<file path="config.mk">
export PLATFORM = sky130hd
export DESIGN_NAME = az_window_decoder
export DESIGN_NICKNAME = d
export VERILOG_FILES = /design/src/rtl/az_window_decoder.sv
export SDC_FILE = /design/constraint.sdc
export NUM_CORES = 1
export LEC_CHECK = 0
export BUFFER_PORTS_ARGS = -buffer_cell sky130_fd_sc_hd__buf_2
export CAP_MARGIN = 20
export CORE_MARGIN = 2
export CORE_UTILIZATION = 25
export DETAILED_ROUTE_END_ITERATION = 8
export SYNTH_ARGS = -nofsm -noshare
export SYNTH_HDL_FRONTEND = slang
export SYNTH_SLANG_ARGS = --single-unit
</file>
<file path="constraint.sdc">
create_clock -name clk -period 17.4 [get_ports clk]
set_clock_uncertainty 0.1 [all_clocks]
set_input_delay 1.74 -clock clk [delete_from_list [all_inputs] [get_ports clk]]
set_output_delay 1.74 -clock clk [all_outputs]
set_load 0.1 [all_outputs]
</file>
<file path="src/rtl/az_window_decoder.sv">
// Decodes auto-zero HI/LO sample windows, accumulates ADC samples per window and publishes
// one HI/LO pair per AZ cycle over valid/ready. Optional wait watchdog: AZ_DECODE_TIMEOUT_EN.
module az_window_decoder #(
    parameter int unsigned TIMEOUT_CLKS = 32'd20000000
) (
    input  logic        clk,
    input  logic        reset,
    input  logic [3:0]  azmux_hi_val,
    input  logic [3:0]  azmux_lo_val,
    input  logic        sw_pc_ctl,
    input  logic [3:0]  azmux,
    input  logic        adc_valid,
    input  logic [23:0] adc_data,
    input  logic        result_ready,
    output logic        result_valid,
    output logic [31:0] hi_sum,
    output logic [31:0] lo_sum,
    output logic [31:0] az_diff,
    output logic [31:0] hi_clks,
    output logic [31:0] lo_clks,
    output logic [15:0] n_hi,
    output logic [15:0] n_lo,
    output logic        overrun,
    output logic        timeout,
    output logic        led0,
    output logic [7:0]  monitor
);
    localparam int unsigned DW = 24;
    localparam int unsigned AW = 32;
    localparam int unsigned NW = 16;
    localparam int unsigned CW = 32;

    typedef enum logic [2:0] {SYNC, WAIT_HI, HI_WIN, WAIT_LO, LO_WIN, PUBLISH} state_t;

    state_t        state, state_d;
    logic          hi_cond, lo_cond;
    logic          in_wait, win_start, tmo_hit;
    logic          rv_d, ovr_d, tmo_d;
    logic [AW-1:0] sample_ext;
    logic [AW-1:0] w_hi_sum, w_lo_sum, w_hi_clks, w_lo_clks;
    logic [NW-1:0] w_n_hi, w_n_lo;

    // The two windows differ in sw_pc_ctl, so they never overlap even with equal codes.
    assign hi_cond    = sw_pc_ctl && (azmux == azmux_hi_val);
    assign lo_cond    = !sw_pc_ctl && (azmux == azmux_lo_val);
    assign sample_ext = {{(AW-DW){adc_data[DW-1]}}, adc_data};
    assign in_wait    = (state == WAIT_HI) || (state == WAIT_LO);
    assign win_start  = ((state == WAIT_HI) && hi_cond) || ((state == WAIT_LO) && lo_cond);

`ifdef AZ_DECODE_TIMEOUT_EN
    logic [CW-1:0] tmo_cnt;

    // Wait states are never entered from each other, so clearing outside them covers entry.
    always_ff @(posedge clk or posedge reset) begin
        if (reset) begin
            tmo_cnt <= '0;
        end else if (in_wait && !tmo_hit) begin
            tmo_cnt <= tmo_cnt + CW'(1);
        end else begin
            tmo_cnt <= '0;
        end
    end

    assign tmo_hit = in_wait && !win_start && (tmo_cnt == CW'(TIMEOUT_CLKS - 1));
`else
    logic unused_timeout_cfg;
    assign unused_timeout_cfg = ^CW'(TIMEOUT_CLKS);
    assign tmo_hit            = 1'b0;
`endif

    always_ff @(posedge clk or posedge reset) begin
        if (reset) begin
            state <= SYNC;
        end else begin
            state <= state_d;
        end
    end

    // Next state plus next values of the status flags.
    always_comb begin
        state_d = state;
        rv_d    = result_valid;
        ovr_d   = overrun;
        tmo_d   = timeout | tmo_hit;
        case (state)
            SYNC:    if (!hi_cond) state_d = WAIT_HI;
            WAIT_HI: if (hi_cond) state_d = HI_WIN; else if (tmo_hit) state_d = SYNC;
            HI_WIN:  if (!hi_cond) state_d = WAIT_LO;
            WAIT_LO: if (lo_cond) state_d = LO_WIN; else if (tmo_hit) state_d = SYNC;
            LO_WIN:  if (!lo_cond) state_d = PUBLISH;
            PUBLISH: state_d = WAIT_HI;
            default: state_d = SYNC;
        endcase
        if (state == PUBLISH) begin
            rv_d  = 1'b1;
            ovr_d = overrun | (result_valid && !result_ready);
        end else if (result_valid && result_ready) begin
            rv_d = 1'b0;
        end
    end

    // Working accumulators; each window's entry cycle counts as its first clock.
    always_ff @(posedge clk or posedge reset) begin
        if (reset) begin
            w_hi_sum  <= '0;
            w_lo_sum  <= '0;
            w_hi_clks <= '0;
            w_lo_clks <= '0;
            w_n_hi    <= '0;
            w_n_lo    <= '0;
        end else if (tmo_hit) begin
            w_hi_sum  <= '0;
            w_lo_sum  <= '0;
            w_hi_clks <= '0;
            w_lo_clks <= '0;
            w_n_hi    <= '0;
            w_n_lo    <= '0;
        end else begin
            case (state)
                WAIT_HI: if (hi_cond) begin
                    w_hi_clks <= AW'(1);
                    w_hi_sum  <= adc_valid ? sample_ext : '0;
                    w_n_hi    <= adc_valid ? NW'(1) : '0;
                    w_lo_clks <= '0;
                    w_lo_sum  <= '0;
                    w_n_lo    <= '0;
                end
                HI_WIN: if (hi_cond) begin
                    w_hi_clks <= w_hi_clks + AW'(1);
                    if (adc_valid) begin
                        w_hi_sum <= w_hi_sum + sample_ext;
                        if (w_n_hi != '1) w_n_hi <= w_n_hi + NW'(1);
                    end
                end
                WAIT_LO: if (lo_cond) begin
                    w_lo_clks <= AW'(1);
                    w_lo_sum  <= adc_valid ? sample_ext : '0;
                    w_n_lo    <= adc_valid ? NW'(1) : '0;
                end
                LO_WIN: if (lo_cond) begin
                    w_lo_clks <= w_lo_clks + AW'(1);
                    if (adc_valid) begin
                        w_lo_sum <= w_lo_sum + sample_ext;
                        if (w_n_lo != '1) w_n_lo <= w_n_lo + NW'(1);
                    end
                end
                default: ;
            endcase
        end
    end

    // Result registers and status outputs.
    always_ff @(posedge clk or posedge reset) begin
        if (reset) begin
            hi_sum       <= '0;
            lo_sum       <= '0;
            az_diff      <= '0;
            hi_clks      <= '0;
            lo_clks      <= '0;
            n_hi         <= '0;
            n_lo         <= '0;
            led0         <= 1'b0;
            result_valid <= 1'b0;
            overrun      <= 1'b0;
            timeout      <= 1'b0;
            monitor      <= '0;
        end else begin
            if (state == PUBLISH) begin
                hi_sum  <= w_hi_sum;
                lo_sum  <= w_lo_sum;
                az_diff <= w_hi_sum - w_lo_sum;
                hi_clks <= w_hi_clks;
                lo_clks <= w_lo_clks;
                n_hi    <= w_n_hi;
                n_lo    <= w_n_lo;
                led0    <= ~led0;
            end
            result_valid <= rv_d;
            overrun      <= ovr_d;
            timeout      <= tmo_d;
            monitor      <= {3'b000, tmo_d, ovr_d, rv_d, (state_d == LO_WIN), (state_d == HI_WIN)};
        end
    end

endmodule
</file>
# [Word level (Yosys, flattened, before mapping)]
# Cells that the tools add are included.
[totals] reg_bits=362 out_inout_bits=204 word_cells=98
[classes] addsub=7 n_eq_ne=19 mux=37 bitwise=2 n_reduce_logical=15
[op_table] op="2-to-1 mux 32 bit" count=12
[op_table] op="case mux 32 bit (3 select lines)" count=2
[op_table] op="2-to-1 mux 16 bit" count=9
[op_table] op="case mux 32 bit (2 select lines)" count=2
[op_table] op="adder 32 x 1 -> 32 bit (second input constant)" count=2
[op_table] op="adder 32 bit" count=2
[op_table] op="case mux 16 bit (3 select lines)" count=1
[op_table] op="adder 16 x 1 -> 16 bit (second input constant)" count=2
[op_table] op="inequality test 16 bit (second input constant)" count=2
[op_table] op="case mux 16 bit (2 select lines)" count=1
[op_table] op="subtractor 32 bit" count=1
[op_table] op="case mux 3 bit (6 select lines)" count=1
[op_table] op="inequality test 2 bit (second input constant)" count=8
[op_table] op="2-to-1 mux 3 bit" count=5
[op_table] op="AND reduction 5 bit" count=2
[op_table] op="== test 3 x 2 -> 1 bit (second input constant)" count=3
[op_table] op="== test 3 bit (second input constant)" count=3
[op_table] op="== test 4 bit" count=2
[op_table] op="AND reduction 4 bit" count=2
[op_table] op="AND reduction 6 bit" count=1
[op_table] op="logical AND 1 bit" count=4
[op_table] op="2-to-1 mux 1 bit" count=4
[op_table] op="== test 3 x 1 -> 1 bit (second input constant)" count=1
[op_table] op="logical NOT 3 bit" count=1
[op_table] op="other kinds (6)" count=7

# [Logic depth before layout (Yosys ltp)]
# Gate-level depths: netlist of the first run.
[logic_depth] depth_word=5 ltp_mapped=13 mapped_depth_nobuf=13

# [Worst setup path after synthesis of the first run]
# OpenSTA, ideal clock, no wires.
[synth_timing] path_type="input port to flip-flop" start="input port adc_data[0]" end="register w_lo_sum[30]" arrival_ns=4.135 t_required_ns=17.235 setup_slack_ns=13.099 stages=11 path_buffers=0 path_cell_list="ha_1 fa_1 a21oi_1 o21ai_0 a31oi_1 o21ai_0 a21oi_1 o21ai_0 o41ai_1 mux2i_1 o22a_1"
[synth_via] elab_chain_cells=4
[synth_rtl] item="start, declared" line_no="13" source="input logic [23:0] adc_data,"
[synth_rtl] item="adder 32 bit" line_no="143" source="w_lo_sum <= w_lo_sum + sample_ext;"
[synth_rtl] item="2-to-1 mux 32 bit" line_no="142" source="if (adc_valid) begin"
[synth_rtl] item="2-to-1 mux 32 bit" line_no="140" source="LO_WIN: if (lo_cond) begin"
[synth_rtl] item="case mux 32 bit (3 select lines)" line_no="119" source="case (state)"
[synth_rtl] item="end signal, assigned" line_no="137" source="w_lo_sum <= adc_valid ? sample_ext : '0;"
[synth_rtl] item="end signal, assigned" line_no="143"
[synth_rtl] item="end, declared" line_no="40" source="logic [AW-1:0] w_hi_sum, w_lo_sum, w_hi_clks, w_lo_clks;"
# Every way passes these cells. The select of a mux whose other input is x is not followed.
# A chain may end at the register's enable or synchronous reset.

# [Worst setup path in the final report of the first run]
# Ends and elaborated chain as after synthesis.

==> results of run 1 <==
registers in the layout, summed over array words and instances, names as in the netlist:
register / flops
n_lo: 16
lo_sum: 32
n_hi: 16
hi_clks: 32
w_lo_clks: 32
w_n_lo: 16
state: 3
az_diff: 32
lo_clks: 32
w_hi_clks: 32
led0: 1
hi_sum: 32
monitor: 4
w_hi_sum: 32
w_n_hi: 16
w_lo_sum: 32
where the power goes:
part	switching [mW]	leakage, nW	internal, mW
clock	0.374	0.678	0.519
sequential	0.184	4.87	1.02
combinational	1.60	6.22	0.659
total	2.16	11.8	2.20
area by class of cell:
class | instances | area (um^2) | share of cell area (%)
inverters | 77 | 297 | 1.26
clock buffers | 52 | 1160 | 4.93
flip-flops and latches | 360 | 9010 | 38.3
clock inverters | 21 | 226 | 0.963
multi-input cells | 1744 | 10100 | 43.1
repair buffers | 255 | 1360 | 5.78
diodes | 4 | 10.0 | 0.0426
well taps | 1050 | 1310 | 5.59
critical path, cell delays in order:
cell and delay, ns:
buf_2 0.13, ha_1 0.24, fa_1 0.40, a21oi_1 0.18, o21ai_0 0.13, a31oi_1 0.32
o21ai_0 0.29, a21oi_1 0.44, o21ai_0 0.16, o41ai_1 0.40, mux2i_1 0.23, o22a_1 0.13
cells by family after synthesis:
family                   synth area share (%)
AO/OA/AOI/OAI                            16.1
XOR/XNOR                                 5.87
adder cells (fa/ha/maj)                  6.42
buffers and inverters                    3.65
flip-flops                               45.4
multiplexers                            0.454
other                                  0.0189
AND/OR/NAND/NOR                          22.1
per-stage QoR:
step	worst slack, ns	std cells	hold slack [ns]
6_report	13.03	3563	0.367
5_1_grt	12.74	3563	0.383
4_1_cts	13.05	3558	0.372
3_5_place_dp	12.44	3485	0.357
3_3_place_gp	12.49	3485	0.356
2_1_floorplan	5.57	2288	0.359
cells in the mapped netlist, drive strengths merged, types with 9 or more instances:
cell type	instances
clkbuf	84
nor2b	14
dfrtp	360
nand2b	9
xnor2	56
or3	21
and3	33
inv	77
and2	15
o31ai	14
nand2	528
nand4	30
xor2	77
a32oi	19
ha	97
o21a	21
nor3	39
a211oi	14
o211ai	10
a21o	47
a31oi	39
mux2i	9
and4	11
nor2	187
a21oi	122
nand3	76
buf	23
o21ai	147
layer usage:
layer	GRT usage, %	vias up	share of wire, %
met1	19.9	7911	48
met2	21.8	349	44
met4	5.35	10	3.3
met5	0	-	0.095
met3	2.63	106	5.0
li1	-	8302	-
final timing paths:
| check | startpoint | end | cells past startpoint |
|---|---|---|---|
| max | adc_data[0] | w_lo_sum[30]$_DFFE_PP0P_ | 12 |
| min | lo_clks[7]$_DFFE_PP0P_ | lo_clks[7]$_DFFE_PP0P_ | 2 |
| max reg2reg | w_hi_sum[0]$_DFFE_PP0P_ | az_diff[30]$_DFFE_PP0P_ | 13 |
| min reg2reg | lo_clks[7]$_DFFE_PP0P_ | lo_clks[7]$_DFFE_PP0P_ | 2 |
| max in group asynchronous | reset | hi_clks[24]$_DFFE_PP0P_ | 3 |
| min in group asynchronous | reset | lo_sum[1]$_DFFE_PP0P_ | 2 |
==> flow_summary.yaml, run 1 <==
clock_tree:
  cts-resized-gates: 0
  cts.sinks: 360
  clock_path_buffers: 3
  post_cts_hold_buffer_count: 0
  cts_made_buffers: 42
  post_cts_buffers: 0
  cts_max_level: 2
  cts_root_buf: "clkbuf_16"
  insertion_delay_ns: 0.58
  path_clk_slew_ns: 0.06
  cts_tree: "yes"
die:
  core.rowCount: 103
  initial_utilization_pct: 25.2
  io_pins: 245
  die-area_um2: 81600
  die_w_um: 286
  die_y_um: 286
  core_um2: 78700
synthesis:
  yosys.area.top_type: "dfrtp_1"
  ys_async_sr_fraction_pct: 100
  avgSynthCellArea_um2: 8.68
  ys_warn_count: 0
  synthCells: 2284
  synthFlopType: "dfrtp_1"
  synth_seq_cells: 360
  ys_types: 75
  synth-edff-count: 0
  synth_top_area_share_pct: 45.4
  synth_area_leaders: "dfrtp_1, nand2_1, ha_1"
  synthesis.area_um2: 19800
  yosysSeqAreaShare_pct: 45.4
global_route:
  grt_usage_pct: 14.2
  grt_pass1_vias: 15834
  grt_antenna_before_repair: 13
  grt-ovfl-total: 0
  grt_pass1_wl_um: 92300
  grt_max_degree: 188
setup_path:
  crit_arrival_ns: 4.78
  worstPathRequired_ns: 17.81
  cp-start-kind: "primary input"
  path_max_fanout: 4
  cp-end-kind: "flop"
  path_class: "primary input to flop"
  rrSetupSlack_ns: 13.67
placement:
  postPlaceCellArea_um2: 22100
  io_buffers: 239
  dp_hpwl_um: 43500
  gp_congestion: 0.883
drt:
  routed_via_density: 4.68
  routedWlPerCell_um: 16.6
  post-route-drc-count: 0
  vias: 16678
  postRouteAntennaNets: 0
  drt_first_pass_iters: 5
  drtIter0Drc: 881
  wl_um: 59100
pwr:
  power_density_nw_per_um2: 185
  leakage_nw: 11.8
  peakVddDrop_uv: 150
  p_total_mw: 4.36
timing:
  max_slew_margin_pct: 32.0
  setup-tns-final_ns: 0
  hold_viol: 0
  worst_pin_slew_ns: 1.02
  period_share_pct: 25.1
  maxSlewViolCount: 0
  finalCriticalPeriod_ns: 4.37
  rsz0062_at_grt: "no"
  finalSetupViolations: 0
  max_freq_ghz: 0.229
flow_run:
  drv_cap: 0
status:
  status: "finished, final reports clean"
hold_path:
  hold_path_class: "flop to flop"
layout:
  nFillCells: 8346
  fin_util_pct: 29.9
  num-nets-final: 2621
  final_common_cell: "nand2_1"
  syn2layout_area_growth_pct: 18.6
  design_area_um2: 23500
  final_layout_size_suffix_gt1_share_pct: 14.0
  layout_common_cells: "nand2_1, dfrtp_1, buf_2, nor2_1, o21ai_0"
(Power assumes the default switching activity.)
==> run 2: changes to the inputs <==
--- a/config.mk
+++ b/config.mk
@@ -5,6 +5,7 @@
 export SDC_FILE = /design/constraint.sdc
 export NUM_CORES = 1
 export LEC_CHECK = 0
+export ABC_AREA = 1
 export BUFFER_PORTS_ARGS = -buffer_cell sky130_fd_sc_hd__buf_2
 export CAP_MARGIN = 20
 export CORE_MARGIN = 2
==> constraint.sdc (replaced) <==
create_clock -name clk -period 4.6 [get_ports clk]
set_clock_uncertainty 0.1 [all_clocks]
set_input_delay 0.46 -clock clk [delete_from_list [all_inputs] [get_ports clk]]
set_output_delay 0.46 -clock clk [all_outputs]
set_load 0.1 [all_outputs]
==> run 2 against run 1 <==
Effect of this change: area after synthesis grew 17%; first-iteration DRC count grew 110%; via count grew 35%; sequential share of layout area shrank 5.3 points; flip-flop and latch count is the same; global-route usage grew 2.5 points; register-to-register slack lost 12 ns; synthesized cell count grew 51%; utilization shrank 0.14 points; count of clock-buffer cells in the layout grew 5; largest cell class unchanged.
==> flow_summary.yaml, run 2 <==
flow_run:
  drv_cap: 0
synthesis:
  avgSynthCellArea_um2: 6.73
  yosys.area.top_type: "dfrtp_1"
  synthCells: 3447
  synth_area_leaders: "dfrtp_1, nand2_1, inv_1"
  ys_async_sr_fraction_pct: 100
  yosysMostFrequentCell: "nand2_1"
  yosysSeqAreaShare_pct: 38.8
  synth_seq_cells: 360
  ys_types: 45
  synth_top_area_share_pct: 38.8
  ys_warn_count: 0
  synthFlopType: "dfrtp_1"
  yosys-top-cells-count: "nand2_1, inv_1, dfrtp_1"
  synth-edff-count: 0
  synthesis.area_um2: 23200
status:
  status: "finished, final reports clean"
layout:
  final_common_cell: "nand2_1"
  num-nets-final: 3793
  nFillCells: 10131
  fin_util_pct: 29.7
  regArea_um2: 9010
  final_layout_size_suffix_gt1_share_pct: 9.67
  syn2layout_area_growth_pct: 17.5
  multi_input_area_um2: 12000
  final_cells: 4934
  layout_common_cells: "nand2_1, inv_1, dfrtp_1, nor2_1, o21ai_0"
  design_area_um2: 27300
timing:
  setup-tns-final_ns: 0
  max_slew_margin_pct: 32.8
  hold_viol: 0
  rsz0062_at_grt: "no"
  maxSlewViolCount: 0
  finalSetupViolations: 0
  max_freq_ghz: 0.342
  period_share_pct: 63.5
  worst_pin_slew_ns: 1.01
  finalCriticalPeriod_ns: 2.92
clock_tree:
  post_cts_hold_buffer_count: 2
  post_cts_buffers: 0
  cts-resized-gates: 0
  cts_root_buf: "clkbuf_16"
  cts_max_level: 2
  cts.sinks: 360
  insertion_delay_ns: 0.62
  cts_made_buffers: 46
  path_clk_slew_ns: 0.06
  clock_path_buffers: 3
  cts_tree: "yes"
placement:
  gp_congestion: 0.903
  io_buffers: 239
  dpl.cell_count: 4845
  postPlaceCellArea_um2: 25700
  dp_hpwl_um: 62700
pwr:
  p_sw_share_pct: 54.0
  power_density_nw_per_um2: 682
  peakVddDrop_uv: 866
  switching_power_mw: 10.0
  p_seq_share_pct: 25.1
  intPower_mw: 8.55
  p_comb_share_pct: 54.5
  leakage_nw: 14.2
  clkPwrFrac_pct: 20.4
global_route:
  grt_usage_pct: 16.8
  grt_pass1_wl_um: 124000
  grt_pass1_vias: 21141
  grt_max_degree: 201
  grt-ovfl-total: 0
  grt_antenna_before_repair: 5
die:
  die_w_um: 309
  core.rowCount: 111
  die-area_um2: 95300
  io_pins: 245
  initial_utilization_pct: 25.3
  die_y_um: 309
  core_um2: 91800
setup_path:
  cp-end-kind: "flop"
  worstPathRequired_ns: 4.96
  crit_arrival_ns: 3.28
  path_class: "flop to flop"
  cp-start-kind: "flop"
  path_max_fanout: 33
  reg2regPathDepth: 8
drt:
  route.met3.wl_um: 4900
  highest_layer: "met4"
  postRouteAntennaNets: 0
  post-route-drc-count: 0
  drtIter0Drc: 1814
  routed_via_density: 4.56
  vias: 22502
  wl_met2_um: 36100
  routedLengthMet1_um: 36800
  routedWlPerCell_um: 16.4
  wl_um: 80800
  drt_first_pass_iters: 6
hold_path:
  hold_path_depth: 3
  hold_path_class: "primary input to flop"
-- run 2: changes by cell type in the layout (fill, tap and decap cells not counted), moves of 36 or more --
cell	change
nand3_1	+140
a31oi_1	-36
nor2_1	+107
a21o_1	-41
nand2_1	+723
o21ai_0	+107
inv_1	+385
-- run 2: final cells by class --
type                            instances  share of cell area [%]
Sequential cell                       360                    33.0
Inverter                              466                    6.46
Timing Repair Buffer                  255                    4.98
Tap cell                             1243                    5.70
Multi-Input combinational cell       2523                    44.1
Clock buffer                           57                    4.48
Antenna cell                            1                 0.00917
Clock inverter                         29                    1.27
-- run 2: worst paths after layout --
check | from | to | slack, ns
max | state[2]$_DFF_PP0_ | w_lo_sum[30]$_DFFE_PP0P_ | 1.68
min | adc_data[0] | w_hi_sum[0]$_DFFE_PP0P_ | 0.06
max reg2reg | state[2]$_DFF_PP0_ | w_lo_sum[30]$_DFFE_PP0P_ | 1.68
min reg2reg | n_lo[13]$_DFFE_PP0P_ | n_lo[13]$_DFFE_PP0P_ | 0.36
max in group asynchronous | reset | n_hi[5]$_DFFE_PP0P_ | 2.84
min in group asynchronous | reset | hi_clks[15]$_DFFE_PP0P_ | 0.44
-- run 2: cell families (layout without fill, tap and decap cells) --
| group | count (synthesis) | in the layout | share of synthesized area [%] |
|---|---|---|---|
| compound gates | 434 | 434 | 9.82 |
| buf+inv | 568 | 807 | 9.47 |
| other cells | 1 | 6 | 0.0162 |
| fa+ha+maj | 100 | 100 | 5.49 |
| flops | 360 | 360 | 38.8 |
| simple gates | 1903 | 1903 | 33.3 |
| xor+xnor | 81 | 81 | 3.06 |
-- run 2: metal layers --
metal	global-route usage, %	up-vias
li1	-	11295
met5	0	-
met1	22.9	10385
met2	26.8	699
met4	6.17	0
met3	2.37	123
-- run 2: worst max-delay path: stages, from the launching register on --
cell	delay [ns]
dfrtp_1	0.37
inv_1	0.15
nor3_4	0.06
inv_2	0.53
nor2_1	0.13
inv_1	0.13
nand4_2	0.59
nor2_2	0.55
a21oi_1	0.12
-- run 2: power groups by stage --
stage | combinational [mW] | sequential [mW] | clock [mW]
floorplan | 5.29 | 6.87 | 0
finish | 10.1 | 4.67 | 3.79
global route | 11.2 | 4.75 | 4.00
detailed placement | 10.1 | 4.71 | 0
global placement | 9.95 | 4.72 | 0
CTS | 10.1 | 4.67 | 3.88
-- run 2: per-stage QoR --
stage	hold WS, ns	worst slack (ns)	power, mW
3_5_place_dp	0.353	1.56	14.8
2_1_floorplan	0.374	-0.786	12.2
4_1_cts	0.0219	1.60	18.6
5_1_grt	0.0661	1.34	19.9
3_3_place_gp	0.351	1.63	14.7
6_report	0.0630	1.68	18.6
